===== config.mk =====
export PLATFORM = sky130hd
export DESIGN_NAME = mem_req_ctrl
export DESIGN_NICKNAME = d
export VERILOG_FILES = /design/src/rtl/mem_req_ctrl.sv
export SDC_FILE = /design/constraint.sdc
export NUM_CORES = 1
export LEC_CHECK = 0
export BUFFER_PORTS_ARGS = -buffer_cell sky130_fd_sc_hd__buf_2
export CORE_AREA = 10 10 211 173
export CTS_BUF_LIST = sky130_fd_sc_hd__clkbuf_8
export DETAILED_ROUTE_END_ITERATION = 8
export DIE_AREA = 0 0 221 183
export PLACE_DENSITY_LB_ADDON = 0.05
export SLEW_MARGIN = 15
export SYNTH_ARGS = -nofsm -noshare
export SYNTH_HDL_FRONTEND = slang
export SYNTH_HIERARCHICAL = 1
export SYNTH_SLANG_ARGS = --single-unit

===== constraint.sdc =====
create_clock -name clk -period 2.6 [get_ports clk]
set_clock_uncertainty 0.05 [all_clocks]
set_input_delay 0.26 -clock clk [delete_from_list [all_inputs] [get_ports clk]]
set_output_delay 0.26 -clock clk [all_outputs]
set_load 0.02 [all_outputs]

===== src/rtl/mem_req_ctrl.sv =====
// Command-queued memory request controller: FIFO-buffered write/read/clear ops driven onto registered memory strobes.
// Latency: accept at E0, strobe E1-E2, read response valid from E3; writes/clears sustain one per cycle.
// Backpressure: req_ready drops when the command FIFO is full; rsp_ready low holds the FSM in RSP and stalls issue.

// Generic synchronous FIFO: head-of-queue presented combinationally, no write-to-read bypass.
// Latency: an entry pushed at edge N is visible at the head after edge N.
// Backpressure: full blocks push, empty blocks pop; simultaneous push/pop keeps the count.
module sync_fifo #(
  parameter int DW    = 8,
  parameter int DEPTH = 4
) (
  input  logic          clk,
  input  logic          rst,
  input  logic          push,
  input  logic [DW-1:0] push_dat,
  input  logic          pop,
  output logic [DW-1:0] head_dat,
  output logic          empty,
  output logic          full
);

  localparam int AW = (DEPTH > 1) ? $clog2(DEPTH) : 1;
  localparam int CW = $clog2(DEPTH + 1);

  logic [DW-1:0] store [DEPTH];
  logic [AW-1:0] wr_ptr;
  logic [AW-1:0] rd_ptr;
  logic [CW-1:0] count;
  logic          do_push;
  logic          do_pop;

  // Pointers wrap explicitly so non-power-of-two depths also work.
  function automatic logic [AW-1:0] next_ptr(input logic [AW-1:0] p);
    return (p == AW'(DEPTH - 1)) ? '0 : p + AW'(1);
  endfunction

  assign do_push  = push && !full;
  assign do_pop   = pop && !empty;
  assign empty    = (count == '0);
  assign full     = (count == CW'(DEPTH));
  assign head_dat = store[rd_ptr];

  // Payload storage needs no reset: the count gates what is ever read.
  always_ff @(posedge clk) begin
    if (do_push) begin
      store[wr_ptr] <= push_dat;
    end
  end

  // Pointer and occupancy bookkeeping.
  always_ff @(posedge clk) begin
    if (!rst) begin
      wr_ptr <= '0;
      rd_ptr <= '0;
      count  <= '0;
    end else begin
      if (do_push) begin
        wr_ptr <= next_ptr(wr_ptr);
      end
      if (do_pop) begin
        rd_ptr <= next_ptr(rd_ptr);
      end
      case ({do_push, do_pop})
        2'b10:   count <= count + CW'(1);
        2'b01:   count <= count - CW'(1);
        default: count <= count;
      endcase
    end
  end

endmodule

module mem_req_ctrl #(
  parameter int width      = 32,
  parameter int Add_width  = 4,
  parameter int FIFO_DEPTH = 4
) (
  input  logic                 clk,
  input  logic                 rst,
  input  logic                 req_valid,
  output logic                 req_ready,
  input  logic [1:0]           req_op,
  input  logic [Add_width-1:0] req_addr,
  input  logic [width-1:0]     req_wdata,
  output logic                 rsp_valid,
  input  logic                 rsp_ready,
  output logic [width-1:0]     rsp_rdata,
  output logic                 mem_wr_en,
  output logic                 mem_rd_en,
  output logic                 mem_clear,
  output logic [Add_width-1:0] mem_addr,
  output logic [width-1:0]     mem_wdata,
  input  logic [width-1:0]     mem_rdata,
  output logic                 busy,
  output logic                 err
);

  localparam logic [1:0] OP_WR  = 2'b00;
  localparam logic [1:0] OP_RD  = 2'b01;
  localparam logic [1:0] OP_CLR = 2'b10;
  localparam logic [1:0] OP_RSV = 2'b11;

  typedef struct packed {
    logic [1:0]           op;
    logic [Add_width-1:0] addr;
    logic [width-1:0]     wdata;
  } cmd_t;

  typedef enum logic [1:0] {
    IDLE    = 2'd0,
    ISSUE   = 2'd1,
    RD_WAIT = 2'd2,
    RSP     = 2'd3
  } state_e;

  state_e     state;
  logic [1:0] cur_op;
  cmd_t       push_cmd;
  cmd_t       head;
  logic       fifo_empty;
  logic       fifo_full;
  logic       fifo_push;
  logic       fifo_pop;

  assign push_cmd  = '{op: req_op, addr: req_addr, wdata: req_wdata};
  assign req_ready = !fifo_full;
  // Gating on rst keeps commands offered during reset out of the queue.
  assign fifo_push = req_valid && req_ready && rst;
  // A new command may leave the queue from IDLE, or back-to-back behind a write/clear.
  assign fifo_pop  = rst && !fifo_empty &&
                     ((state == IDLE) || ((state == ISSUE) && (cur_op != OP_RD)));
  assign busy      = !fifo_empty || (state != IDLE);

  sync_fifo #(
    .DW    ($bits(cmd_t)),
    .DEPTH (FIFO_DEPTH)
  ) u_cmd_fifo (
    .clk      (clk),
    .rst      (rst),
    .push     (fifo_push),
    .push_dat (push_cmd),
    .pop      (fifo_pop),
    .head_dat (head),
    .empty    (fifo_empty),
    .full     (fifo_full)
  );

  // Sequencer: pops commands, drives one registered strobe per issue, and owns the read response.
  always_ff @(posedge clk) begin
    if (!rst) begin
      state     <= IDLE;
      cur_op    <= OP_WR;
      mem_wr_en <= 1'b0;
      mem_rd_en <= 1'b0;
      mem_clear <= 1'b0;
      mem_addr  <= '0;
      mem_wdata <= '0;
      rsp_valid <= 1'b0;
      rsp_rdata <= '0;
      err       <= 1'b0;
    end else begin
      mem_wr_en <= 1'b0;
      mem_rd_en <= 1'b0;
      mem_clear <= 1'b0;
      case (state)
        IDLE, ISSUE: begin
          if ((state == ISSUE) && (cur_op == OP_RD)) begin
            state <= RD_WAIT;
          end else if (fifo_pop) begin
            if (head.op == OP_RSV) begin
              // Reserved ops vanish at the pop; the next command gets the following slot.
              err   <= 1'b1;
              state <= IDLE;
            end else begin
              state     <= ISSUE;
              cur_op    <= head.op;
              mem_addr  <= head.addr;
              mem_wdata <= head.wdata;
              mem_wr_en <= (head.op == OP_WR);
              mem_rd_en <= (head.op == OP_RD);
              mem_clear <= (head.op == OP_CLR);
            end
          end else begin
            state <= IDLE;
          end
        end
        RD_WAIT: begin
          // Memory returns data one cycle after the read strobe; capture it exactly here.
          rsp_rdata <= mem_rdata;
          rsp_valid <= 1'b1;
          state     <= RSP;
        end
        RSP: begin
          if (rsp_ready) begin
            rsp_valid <= 1'b0;
            state     <= IDLE;
          end
        end
        default: state <= IDLE;
      endcase
    end
  end

  // At most one memory strobe is ever active.
  a_strobe_onehot: assert property (@(posedge clk) disable iff (!rst)
    $onehot0({mem_wr_en, mem_rd_en, mem_clear}));

  // A response is only presented while waiting for the consumer.
  a_rsp_in_rsp: assert property (@(posedge clk) disable iff (!rst)
    rsp_valid |-> (state == RSP));

  // Strobes only ever appear in the issue state.
  a_strobe_in_issue: assert property (@(posedge clk) disable iff (!rst)
    (mem_wr_en || mem_rd_en || mem_clear) |-> (state == ISSUE));

endmodule


==> results.py, run 1 <==
metrics = {
    "sta": {
        "finalSetupViolCount": 0,
        "slew_violations": 0,
        "fmax_mhz": 415,
        "relSlewSlack_pct": 58.5,
        "setup_tns_ps": 0,
        "hold_ws_ps": 161,
        "finalHoldViolations": 0,
        "finalCritPeriodShare_pct": 92.7,
        "setup_ws_ps": 190,
        "worst_pin_slew_ps": 622,
        "fin_crit_ps": 2410,
    },
    "logic_synthesis": {
        "synth_seq_cells": 238,
        "synth.net_count": 679,
        "synth.area.mux_share_pct": 9.81,
        "synthArstFlopShare_pct": 0,
        "synth-adder-area-share_pct": 1.07,
        "synth_area_leader_cell": "edfxtp_1",
        "syn_area_um2": 8920,
        "syn_area_per_cell_um2": 14.9,
        "yosysSeqAreaShare_pct": 70.4,
        "yosysUniqueCellTypes": 39,
        "synth_top_family_by_area": "multiplexers",
        "yosys.area_share.simple_pct": 9.41,
        "synth_cells": 598,
        "synth.area.top_cells": "edfxtp_1 (51%), dfxtp_1 (19%), mux4_2 (9.6%), nand2_1 (4.7%), nand4_1 (2.5%)",
        "yosysTopAreaCellShare_pct": 51.1,
        "synth_compound_area_share_pct": 5.68,
        "synthXorXnorAreaFrac_pct": 0.196,
        "yosys_warnings": 6,
        "synthFlopType": "edfxtp_1",
        "synth_most_common_cell": "edfxtp_1",
        "ys_top_cells_by_count": "edfxtp_1 (152), nand2_1 (112), dfxtp_1 (86), mux4_2 (38), o21ai_0 (38)",
        "synth_edf_count": 152,
    },
    "placed_design": {
        "place_area_um2": 10200,
        "place_ws_ps": -34.0,
        "io_buffers": 148,
        "place_inst": 1151,
        "gp_congestion": 0.704,
        "place_hpwl_mm": 15.1,
    },
    "final_layout": {
        "multi_input_area_um2": 2370,
        "area_growth_pct": 30.8,
        "drive_above_1_share_pct": 31.4,
        "design_area_um2": 11700,
        "fin_cells": 1302,
        "fin_util_pct": 36.3,
        "fillCellCount": 3188,
        "seq_area_um2": 6300,
        "fin_nets": 921,
    },
    "drt": {
        "drt_pass1_iterations": 4,
        "drt_iter0_drc": 353,
        "viasPerCell": 4.42,
        "antenna_left": 0,
        "wl_per_cell_um": 19.1,
        "routed_wl_mm": 24.9,
        "drc": 0,
        "num_vias": 5756,
    },
    "critical_path": {
        "path_max_fanout": 5,
        "crit_type": "flop to flop",
        "worstSetupEndpointType": "flop",
        "worstPathArrival_ps": 2830,
        "rrSetupSlack_ps": 190,
        "crit_path_start_kind": "flop",
        "worst_ep_required_time_ps": 3020,
    },
    "power_and_ir_drop": {
        "p_leak_nw": 4.28,
        "p_per_area_nw_per_um2": 690,
        "ir_drop_v": 0.000319,
        "p_total_mw": 8.06,
    },
    "grt": {
        "grt_pass1_wl_mm": 38.1,
        "gr-usage-all-layers_pct": 12.2,
        "grt.met1_usage_pct": 14.5,
        "grt_max_degree": 45,
        "grt_antenna_before_repair": 3,
        "use_met3_pct": 3.13,
        "first_global_vias": 6379,
        "top_usage_layer": "met2",
        "grt_overflow_total": 0,
        "use_met2_pct": 21.1,
    },
    "floorplanning": {
        "die_h_um": 183,
        "start_util_pct": 27.7,
        "io_pins": 149,
        "die-area_um2": 40400,
        "rows": 59,
        "fp.coreArea_um2": 32200,
        "die_x_um": 221,
    },
    "clock_network": {
        "htree_levels": 2,
        "clk_pin_slew_worst_paths_ps": 50,
        "cts_made_buffers": 43,
        "tritoncts": "built",
        "root_buffer": "clkbuf_8",
        "post_cts_buffers": 0,
        "cts_buffer_depth": 3,
        "clock_sinks": 238,
        "clk_latency_ps": 540,
    },
    "hold_path": {
        "hp-class": "input pin to flop",
    },
    "job": {
        "maxCapViolations": 0,
    },
    "run_status": {
        "outcome": "completed",
    },
}
## state kept, by name (all words and copies together), names as in the netlist, named ones only
name               flops
rsp_valid              1
err                    1
mem_wr_en              1
mem_addr               4
rsp_rdata             32
cur_op                 2
u_cmd_fifo/wr_ptr      2
u_cmd_fifo/store     152
state                  2
u_cmd_fifo/count       3
mem_rd_en              1
u_cmd_fifo/rd_ptr      2
mem_wdata             32
mem_clear              1
## path summary, 6_finish.rpt
check | startpoint | end | depth (start not counted)
worst max-delay path | u_cmd_fifo/count[1] | u_cmd_fifo/count[2] | 12
worst min-delay path | rst | mem_wr_en | 4
worst max register to register | u_cmd_fifo/count[1] | u_cmd_fifo/count[2] | 12
worst min register to register | mem_wdata[22] | mem_wdata[22] | 2
## cells in the final DEF (no fill, tap or decap), drive strengths merged, types with 32 or more instances in the layout
cell type	netlist	layout
o21ai	40	40
dlygate4sd3	0	71
inv	10	32
mux4	38	38
nand2	112	112
a21boi	34	34
clkbuf	16	48
edfxtp	152	152
nand4	36	36
dfxtp	86	86
buf	25	167
## what timing repair did
action / 4_1_cts / 5_1_grt
pin swaps: 0 / 2
gates resized for setup: 2 / 7
hold buffers: 71 / 0
endpoints found under the setup margin: 1 / 2
hold endpoints to repair: 185 / 0
## layer usage
layer  part of all wire (%)  vias to the layer above
met1                     43                     2878
met2                     50                      112
met4                    2.0                        0
li1                       -                     2720
met5                      0                        -
met3                    4.8                       46
## power breakdown
group	switching, mW	internal, mW	total, mW
combinational	0.387	0.296	0.682
clock	1.49	1.68	3.16
sequential	0.0663	4.15	4.21
total	1.94	6.12	8.06
## logic make-up after synthesis
logic type / after synthesis
multiplexers: 40
AO/OA/AOI/OAI: 81
buffers and inverters: 51
adder cells (fa/ha/maj): 7
XOR/XNOR: 2
flip-flops: 238
AND/OR/NAND/NOR: 179
## layout make-up
class,count,area share [%]
Clock buffer,48,5.66
Antenna cell,2,0.0429
Multi-Input combinational cell,309,20.3
Sequential cell,238,53.9
Tap cell,427,4.58
Timing Repair Buffer,238,14.2
Inverter,10,0.322
Clock inverter,30,0.986
## critical path: stages (launching register included)
cell      delay, ps
dfxtp_2         370
nor3_2           90
nor3b_4         210
nand2_2         110
inv_1            60
o31ai_1          70
inv_1            70
ha_2            180
inv_1            60
fa_1            420
xor2_1          160
or3_1           350
a21boi_2        140
No activity file was read; power rests on OpenSTA's default activity.
==> run 2: changes to the inputs <==
--- a/config.mk
+++ b/config.mk
@@ -6,6 +6,8 @@
 export NUM_CORES = 1
 export LEC_CHECK = 0
 export BUFFER_PORTS_ARGS = -buffer_cell sky130_fd_sc_hd__buf_2
+export CELL_PAD_IN_SITES_DETAIL_PLACEMENT = 0
+export CELL_PAD_IN_SITES_GLOBAL_PLACEMENT = 1
 export CORE_AREA = 10 10 211 173
 export CTS_BUF_LIST = sky130_fd_sc_hd__clkbuf_8
 export DETAILED_ROUTE_END_ITERATION = 8
==> run 2 against run 1 <==
Net effect:
- register-to-register slack got worse by 20 ps
- combinational power grew 1%
- die area unchanged
- worst hold slack better by 64 ps
- fmax fell by 0.75%
- first-iteration DRC count fell by 43%
- total power shrank 0.80%
- final area hardly changed
- sequential cell count unchanged
- critical path depth is the same
- global-route usage decreased by 0.081 points
- sequential share of layout area barely moved
- largest cell class unchanged
==> results.py, run 2 (synthesis gave the netlist of run 1 again) <==
metrics = {
    "placed_design": {
        "io_buffers": 148,
        "gp_congestion": 0.682,
        "place_hpwl_mm": 15.5,
    },
    "power_and_ir_drop": {
        "p_total_mw": 8.00,
        "p_per_area_nw_per_um2": 685,
        "ir_drop_v": 0.000307,
        "p_leak_nw": 4.28,
    },
    "clock_network": {
        "cts_made_buffers": 43,
        "clk_pin_slew_worst_paths_ps": 60,
        "cts_buffer_depth": 3,
        "clk_latency_ps": 550,
        "tritoncts": "built",
        "htree_levels": 2,
        "root_buffer": "clkbuf_8",
        "clock_sinks": 238,
    },
    "final_layout": {
        "area_growth_pct": 30.8,
        "largest-register": "u_cmd_fifo/store",
        "layout_commonest_cell": "edfxtp_1",
        "layout_common_cells": "edfxtp_1 (152), buf_2 (148), nand2_1 (111)",
        "fin_util_pct": 36.3,
        "largest_reg_flops": 152,
        "fin_nets": 923,
        "drive_above_1_share_pct": 31.3,
        "top_regs": "u_cmd_fifo/store: 152 flops, mem_wdata: 32 flops, rsp_rdata: 32 flops",
    },
    "run_status": {
        "outcome": "completed",
    },
    "floorplanning": {
        "io_pins": 149,
        "rows": 59,
        "fp.coreArea_um2": 32200,
        "die_x_um": 221,
        "die_h_um": 183,
        "die-area_um2": 40400,
        "start_util_pct": 27.7,
    },
    "sta": {
        "fmax_mhz": 412,
        "fin_crit_ps": 2430,
        "finalHoldViolations": 0,
        "finalCritPeriodShare_pct": 93.4,
        "worst_pin_slew_ps": 650,
        "finalSetupViolCount": 0,
        "relSlewSlack_pct": 56.7,
        "slew_violations": 0,
    },
    "drt": {
        "viasPerCell": 4.40,
        "num_vias": 5748,
        "drc": 0,
        "drt_iter0_drc": 202,
        "wl_per_cell_um": 19.0,
        "antenna_left": 0,
        "drt_pass1_iterations": 4,
        "routed_wl_mm": 24.8,
    },
    "critical_path": {
        "worstSetupEndpointType": "flop",
        "crit_path_start_kind": "flop",
        "path_max_fanout": 5,
        "worst_ep_required_time_ps": 3010,
        "worstPathArrival_ps": 2840,
        "crit_type": "flop to flop",
    },
    "grt": {
        "grt_max_degree": 46,
        "grt_pass1_wl_mm": 38.0,
        "first_global_vias": 6392,
        "grt_overflow_total": 0,
        "grt_antenna_before_repair": 3,
        "gr-usage-all-layers_pct": 12.1,
    },
    "hold_path": {
        "hp-class": "input pin to flop",
    },
    "job": {
        "maxCapViolations": 0,
    },
}
-- run 2: cell types whose count changed in the layout (fill, tap and decap cells not counted), sizes merged --
cell      before  now
diode          2    3
inv           32   33
clkinvlp       0    3
buf          167  169
clkbuf        48   45
-- run 2: where the power goes --
group / leakage, nW / switching [mW] / total (mW) / internal (mW)
registers: 2.08 / 0.0586 / 4.21 / 4.15
clock network: 0.466 / 1.50 / 3.10 / 1.60
logic: 1.73 / 0.391 / 0.689 / 0.297
-- run 2: worst max-delay path, stage by stage, from the launching register on --
cell,delay (ps)
dfxtp_4,380
nor3_2,70
nor3b_4,200
nand2_1,90
inv_1,60
o31ai_1,80
inv_1,60
ha_1,180
inv_1,70
fa_1,430
xor2_1,160
or3_1,320
a21boi_1,170
-- run 2: cell type report --
| class | instances | area, um2 |
|---|---|---|
| diodes | 3 | 7.51 |
| clock buffers | 45 | 619 |
| clock inverters | 34 | 143 |
| fillers | 3240 | 20500 |
| inverters | 10 | 37.5 |
| multi-input cells | 309 | 2360 |
| flip-flops and latches | 238 | 6300 |
| well taps | 427 | 534 |
| repair buffers | 240 | 1670 |
-- run 2: path summary, 6_finish.rpt --
path	start	to	slack, ps	cells after the start
setup / recovery	u_cmd_fifo/count[0]	u_cmd_fifo/count[2]	170	12
setup reg to reg	u_cmd_fifo/count[0]	u_cmd_fifo/count[2]	170	12
hold reg to reg	mem_wdata[13]	mem_wdata[13]	410	2
hold / removal	rst	mem_rd_en	220	5
-- run 2: layer usage --
layer  up-vias  track usage [%]  wire length (um)
met5         -                0                 0
met4         0             4.49               595
met3        41             2.67               858
met2        95             21.1             12600
met1      2882             14.4             10800
li1       2730                -                 -
-- run 2: per-stage QoR --
stage	cells	area [um2]	setup WS (ps)	setup TNS [ps]	hold WS [ps]
CTS	1302	11600	41.5	0	185
detailed placement	1152	10200	1.82	0	398
global route	1304	11700	-10.5	-10.5	228
floorplan	598	8920	129	0	309
finish	1306	11700	172	0	225
global placement	1152	10200	205	0	395
-- run 2: what timing repair did --
item | CTS | global route
resized for setup | 2 | 5
pin swaps | 0 | 1
setup buffers | 0 | 1
hold buffers | 71 | 0
endpoints found under the hold margin | 185 | 0
setup endpoints to repair | 1 | 1
==> run 3: changes to the inputs <==
--- a/config.mk
+++ b/config.mk
@@ -8,10 +8,11 @@
 export BUFFER_PORTS_ARGS = -buffer_cell sky130_fd_sc_hd__buf_2
 export CELL_PAD_IN_SITES_DETAIL_PLACEMENT = 0
 export CELL_PAD_IN_SITES_GLOBAL_PLACEMENT = 1
-export CORE_AREA = 10 10 211 173
-export CTS_BUF_LIST = sky130_fd_sc_hd__clkbuf_8
+export CORE_AREA = 10 10 174 209
+export CTS_BUF_LIST = sky130_fd_sc_hd__clkbuf_4 sky130_fd_sc_hd__clkbuf_8
 export DETAILED_ROUTE_END_ITERATION = 8
-export DIE_AREA = 0 0 221 183
+export DIE_AREA = 0 0 184 219
+export GPL_TIMING_DRIVEN = 1
 export PLACE_DENSITY_LB_ADDON = 0.05
 export SLEW_MARGIN = 15
 export SYNTH_ARGS = -nofsm -noshare
==> run 3 against run 2 <==
Net effect:
- worst hold slack gained 150 ps
- final area grew 0.85%
- sequential cell count did not move
- die area shrank 0.36%
- total power is 4.3% higher
- setup slack worse by 41 ps
- sequential power about the same
- final cell count is 1.1% lower
- via count increased by 2.0%
- routed wire length fell by 2.4%
- core utilization up 0.44 points
==> results.py, run 3 (synthesis gave the netlist of run 1 again) <==
metrics = {
    "critical_path": {
        "rr_worst_depth": 11,
        "timing.rr.start": "u_cmd_fifo/count[1]",
        "critPathMostFrequentCell": "inv_1",
        "cpPeakStageDelay_ps": 570,
        "path_buf_inv": 5,
        "path_cells": "dlygate4sd3_1 -> buf_6 -> nor3b_4 -> nand2_1 -> inv_1 -> o31ai_1 -> inv_1 -> ha_1 -> inv_1 -> fa_1 -> xor2_1 -> or3_1 -> a21boi_2",
        "r2r_end": "u_cmd_fifo/count[2]",
        "slowest_stage": "dlygate4sd3_1",
        "crit_type": "input pin to flop",
        "path_delay_family": "buffers and inverters",
        "crit_path_start_kind": "input pin",
        "worstSetupEndpointType": "flop",
        "rrSetupSlack_ps": 140,
        "worstPathArrival_ps": 2900,
        "worst_ep_required_time_ps": 3030,
        "path_max_fanout": 16,
    },
    "grt": {
        "first_global_vias": 6426,
        "gr-usage-all-layers_pct": 12.0,
        "grt_max_degree": 75,
        "grt_pass1_wl_mm": 37.7,
        "grt_overflow_total": 0,
        "grt_antenna_before_repair": 1,
    },
    "floorplanning": {
        "io_pins": 149,
        "rows": 72,
        "start_util_pct": 27.8,
        "die_x_um": 184,
        "fp.coreArea_um2": 32100,
        "die-area_um2": 40300,
        "die_h_um": 219,
    },
    "clock_network": {
        "tritoncts": "built",
        "cts_made_buffers": 44,
        "root_buffer": "clkbuf_8",
        "clk_latency_ps": 560,
        "clk_pin_slew_worst_paths_ps": 50,
        "clock_sinks": 238,
        "cts_buffer_depth": 3,
        "post_cts_buffers": 0,
        "htree_levels": 2,
    },
    "final_layout": {
        "largest-register": "u_cmd_fifo/store",
        "largest_reg_flops": 152,
        "fin_cells": 1291,
        "multi_input_area_um2": 2360,
        "fin_util_pct": 36.7,
        "fillCellCount": 3126,
        "drive_above_1_share_pct": 33.2,
        "layout_common_cells": "edfxtp_1 (152), buf_2 (147), nand2_1 (111)",
        "area_growth_pct": 31.9,
        "seq_area_um2": 6300,
        "layout_commonest_cell": "edfxtp_1",
        "fin_nets": 928,
        "top_regs": "u_cmd_fifo/store: 152 flops, mem_wdata: 32 flops, rsp_rdata: 32 flops",
    },
    "power_and_ir_drop": {
        "ir_drop_v": 0.000322,
        "p_sw_share_pct": 23.8,
        "p_int_mw": 6.35,
        "p_clk_share_pct": 41.4,
        "p_per_area_nw_per_um2": 709,
        "combPwrFrac_pct": 8.3,
        "p_total_mw": 8.34,
        "seq_power_share_pct": 50.4,
        "p_leak_nw": 4.28,
        "switching_power_mw": 1.99,
    },
    "placed_design": {
        "gp_congestion": 0.717,
        "place_inst": 1136,
        "io_buffers": 148,
        "place_hpwl_mm": 15.3,
        "place_ws_ps": -5.78,
    },
    "drt": {
        "viasPerCell": 4.54,
        "antenna_left": 0,
        "drc": 0,
        "num_vias": 5861,
        "drt_iter0_drc": 228,
        "drt_pass1_iterations": 6,
        "wl_per_cell_um": 18.7,
        "routed_wl_mm": 24.2,
    },
    "sta": {
        "relSlewSlack_pct": 47.1,
        "rsz0062_at_grt": "no",
        "setup_tns_ps": 0,
        "setup_ws_ps": 131,
        "finalCritPeriodShare_pct": 95.0,
        "worst_pin_slew_ps": 793,
        "fin_crit_ps": 2470,
        "slew_violations": 0,
        "fmax_mhz": 405,
        "finalHoldViolations": 0,
        "finalSetupViolCount": 0,
    },
    "hold_path": {
        "min_from": "req_valid",
        "hp-class": "input pin to flop",
        "min_path_cells": 5,
        "min_to": "u_cmd_fifo/wr_ptr[0]",
    },
    "run_status": {
        "outcome": "completed",
    },
    "job": {
        "maxCapViolations": 0,
    },
}
run 3: cell count changes in the layout (fill, tap and decap cells not counted), sizes merged:
cell	previous run	this run
inv	33	10
clkbuf	45	58
clkinv	8	20
buf	169	172
bufinv	0	1
clkinvlp	3	2
diode	3	2
dlygate4sd3	71	72
run 3: area by class of cell:
cell class                 instances  share of cell area (%)
multi-input combinational        309                    20.0
clock buffer                      58                    6.15
inverter                          10                   0.319
antenna                            2                  0.0425
sequential                       238                    53.5
tap                              407                    4.33
clock inverter                    23                    1.08
timing repair buffer             244                    14.5
run 3: worst register-to-register path, stage by stage (launching register included):
cell and delay [ps]:
dfxtp_4 360, nor3b_2 200, inv_1 70, and3_1 140
nor2b_1 140, inv_1 70, ha_1 190, inv_1 70
fa_1 430, xor2_1 170, or3_1 350, a21boi_2 160
run 3: metrics by stage:
| stage | instance area [um2] | hold WS (ps) |
|---|---|---|
| after global routing | 11800 | 369 |
| after floorplan | 8920 | 309 |
| after CTS | 11800 | 334 |
| after detailed placement | 10200 | 394 |
| after global placement | 10200 | 390 |
| final | 11800 | 375 |
run 3: worst max path at each step:
stage / start / to / slack, ps / depth (start not counted)
after floorplan: u_cmd_fifo/count[2] / u_cmd_fifo/count[2] / 130 / 12
after global placement: u_cmd_fifo/count[0] / u_cmd_fifo/count[2] / 220 / 12
after detailed placement: u_cmd_fifo/count[0] / u_cmd_fifo/count[2] / -6 / 12
after CTS: u_cmd_fifo/count[2] / u_cmd_fifo/count[2] / 40 / 11
after global routing: u_cmd_fifo/count[0] / u_cmd_fifo/count[2] / 4 / 12
final: rst / u_cmd_fifo/count[2] / 130 / 13
run 3: power groups by stage:
stage	logic [mW]	clock network [mW]	registers, mW
finish	0.689	3.45	4.20
global route	0.761	3.79	4.21
CTS	0.709	3.63	4.20
detailed placement	0.617	0	4.28
global placement	0.611	0	4.27
floorplan	0.277	0	4.35
run 3: what timing repair did:
action | CTS | global route
endpoints found under the hold margin | 196 | 0
endpoints found under the setup margin | 1 | 1
resized for setup | 2 | 6
hold buffers | 72 | 0
run 3: routing by layer:
layer  vias to the layer above  global-route usage, %  routed length (um)
met5                         -                      0                   0
met4                         0                   4.27                 548
met3                        47                   3.54                1520
met2                       171                   19.7               11500
met1                      2906                   14.7               10600
li1                       2737                      -                   -
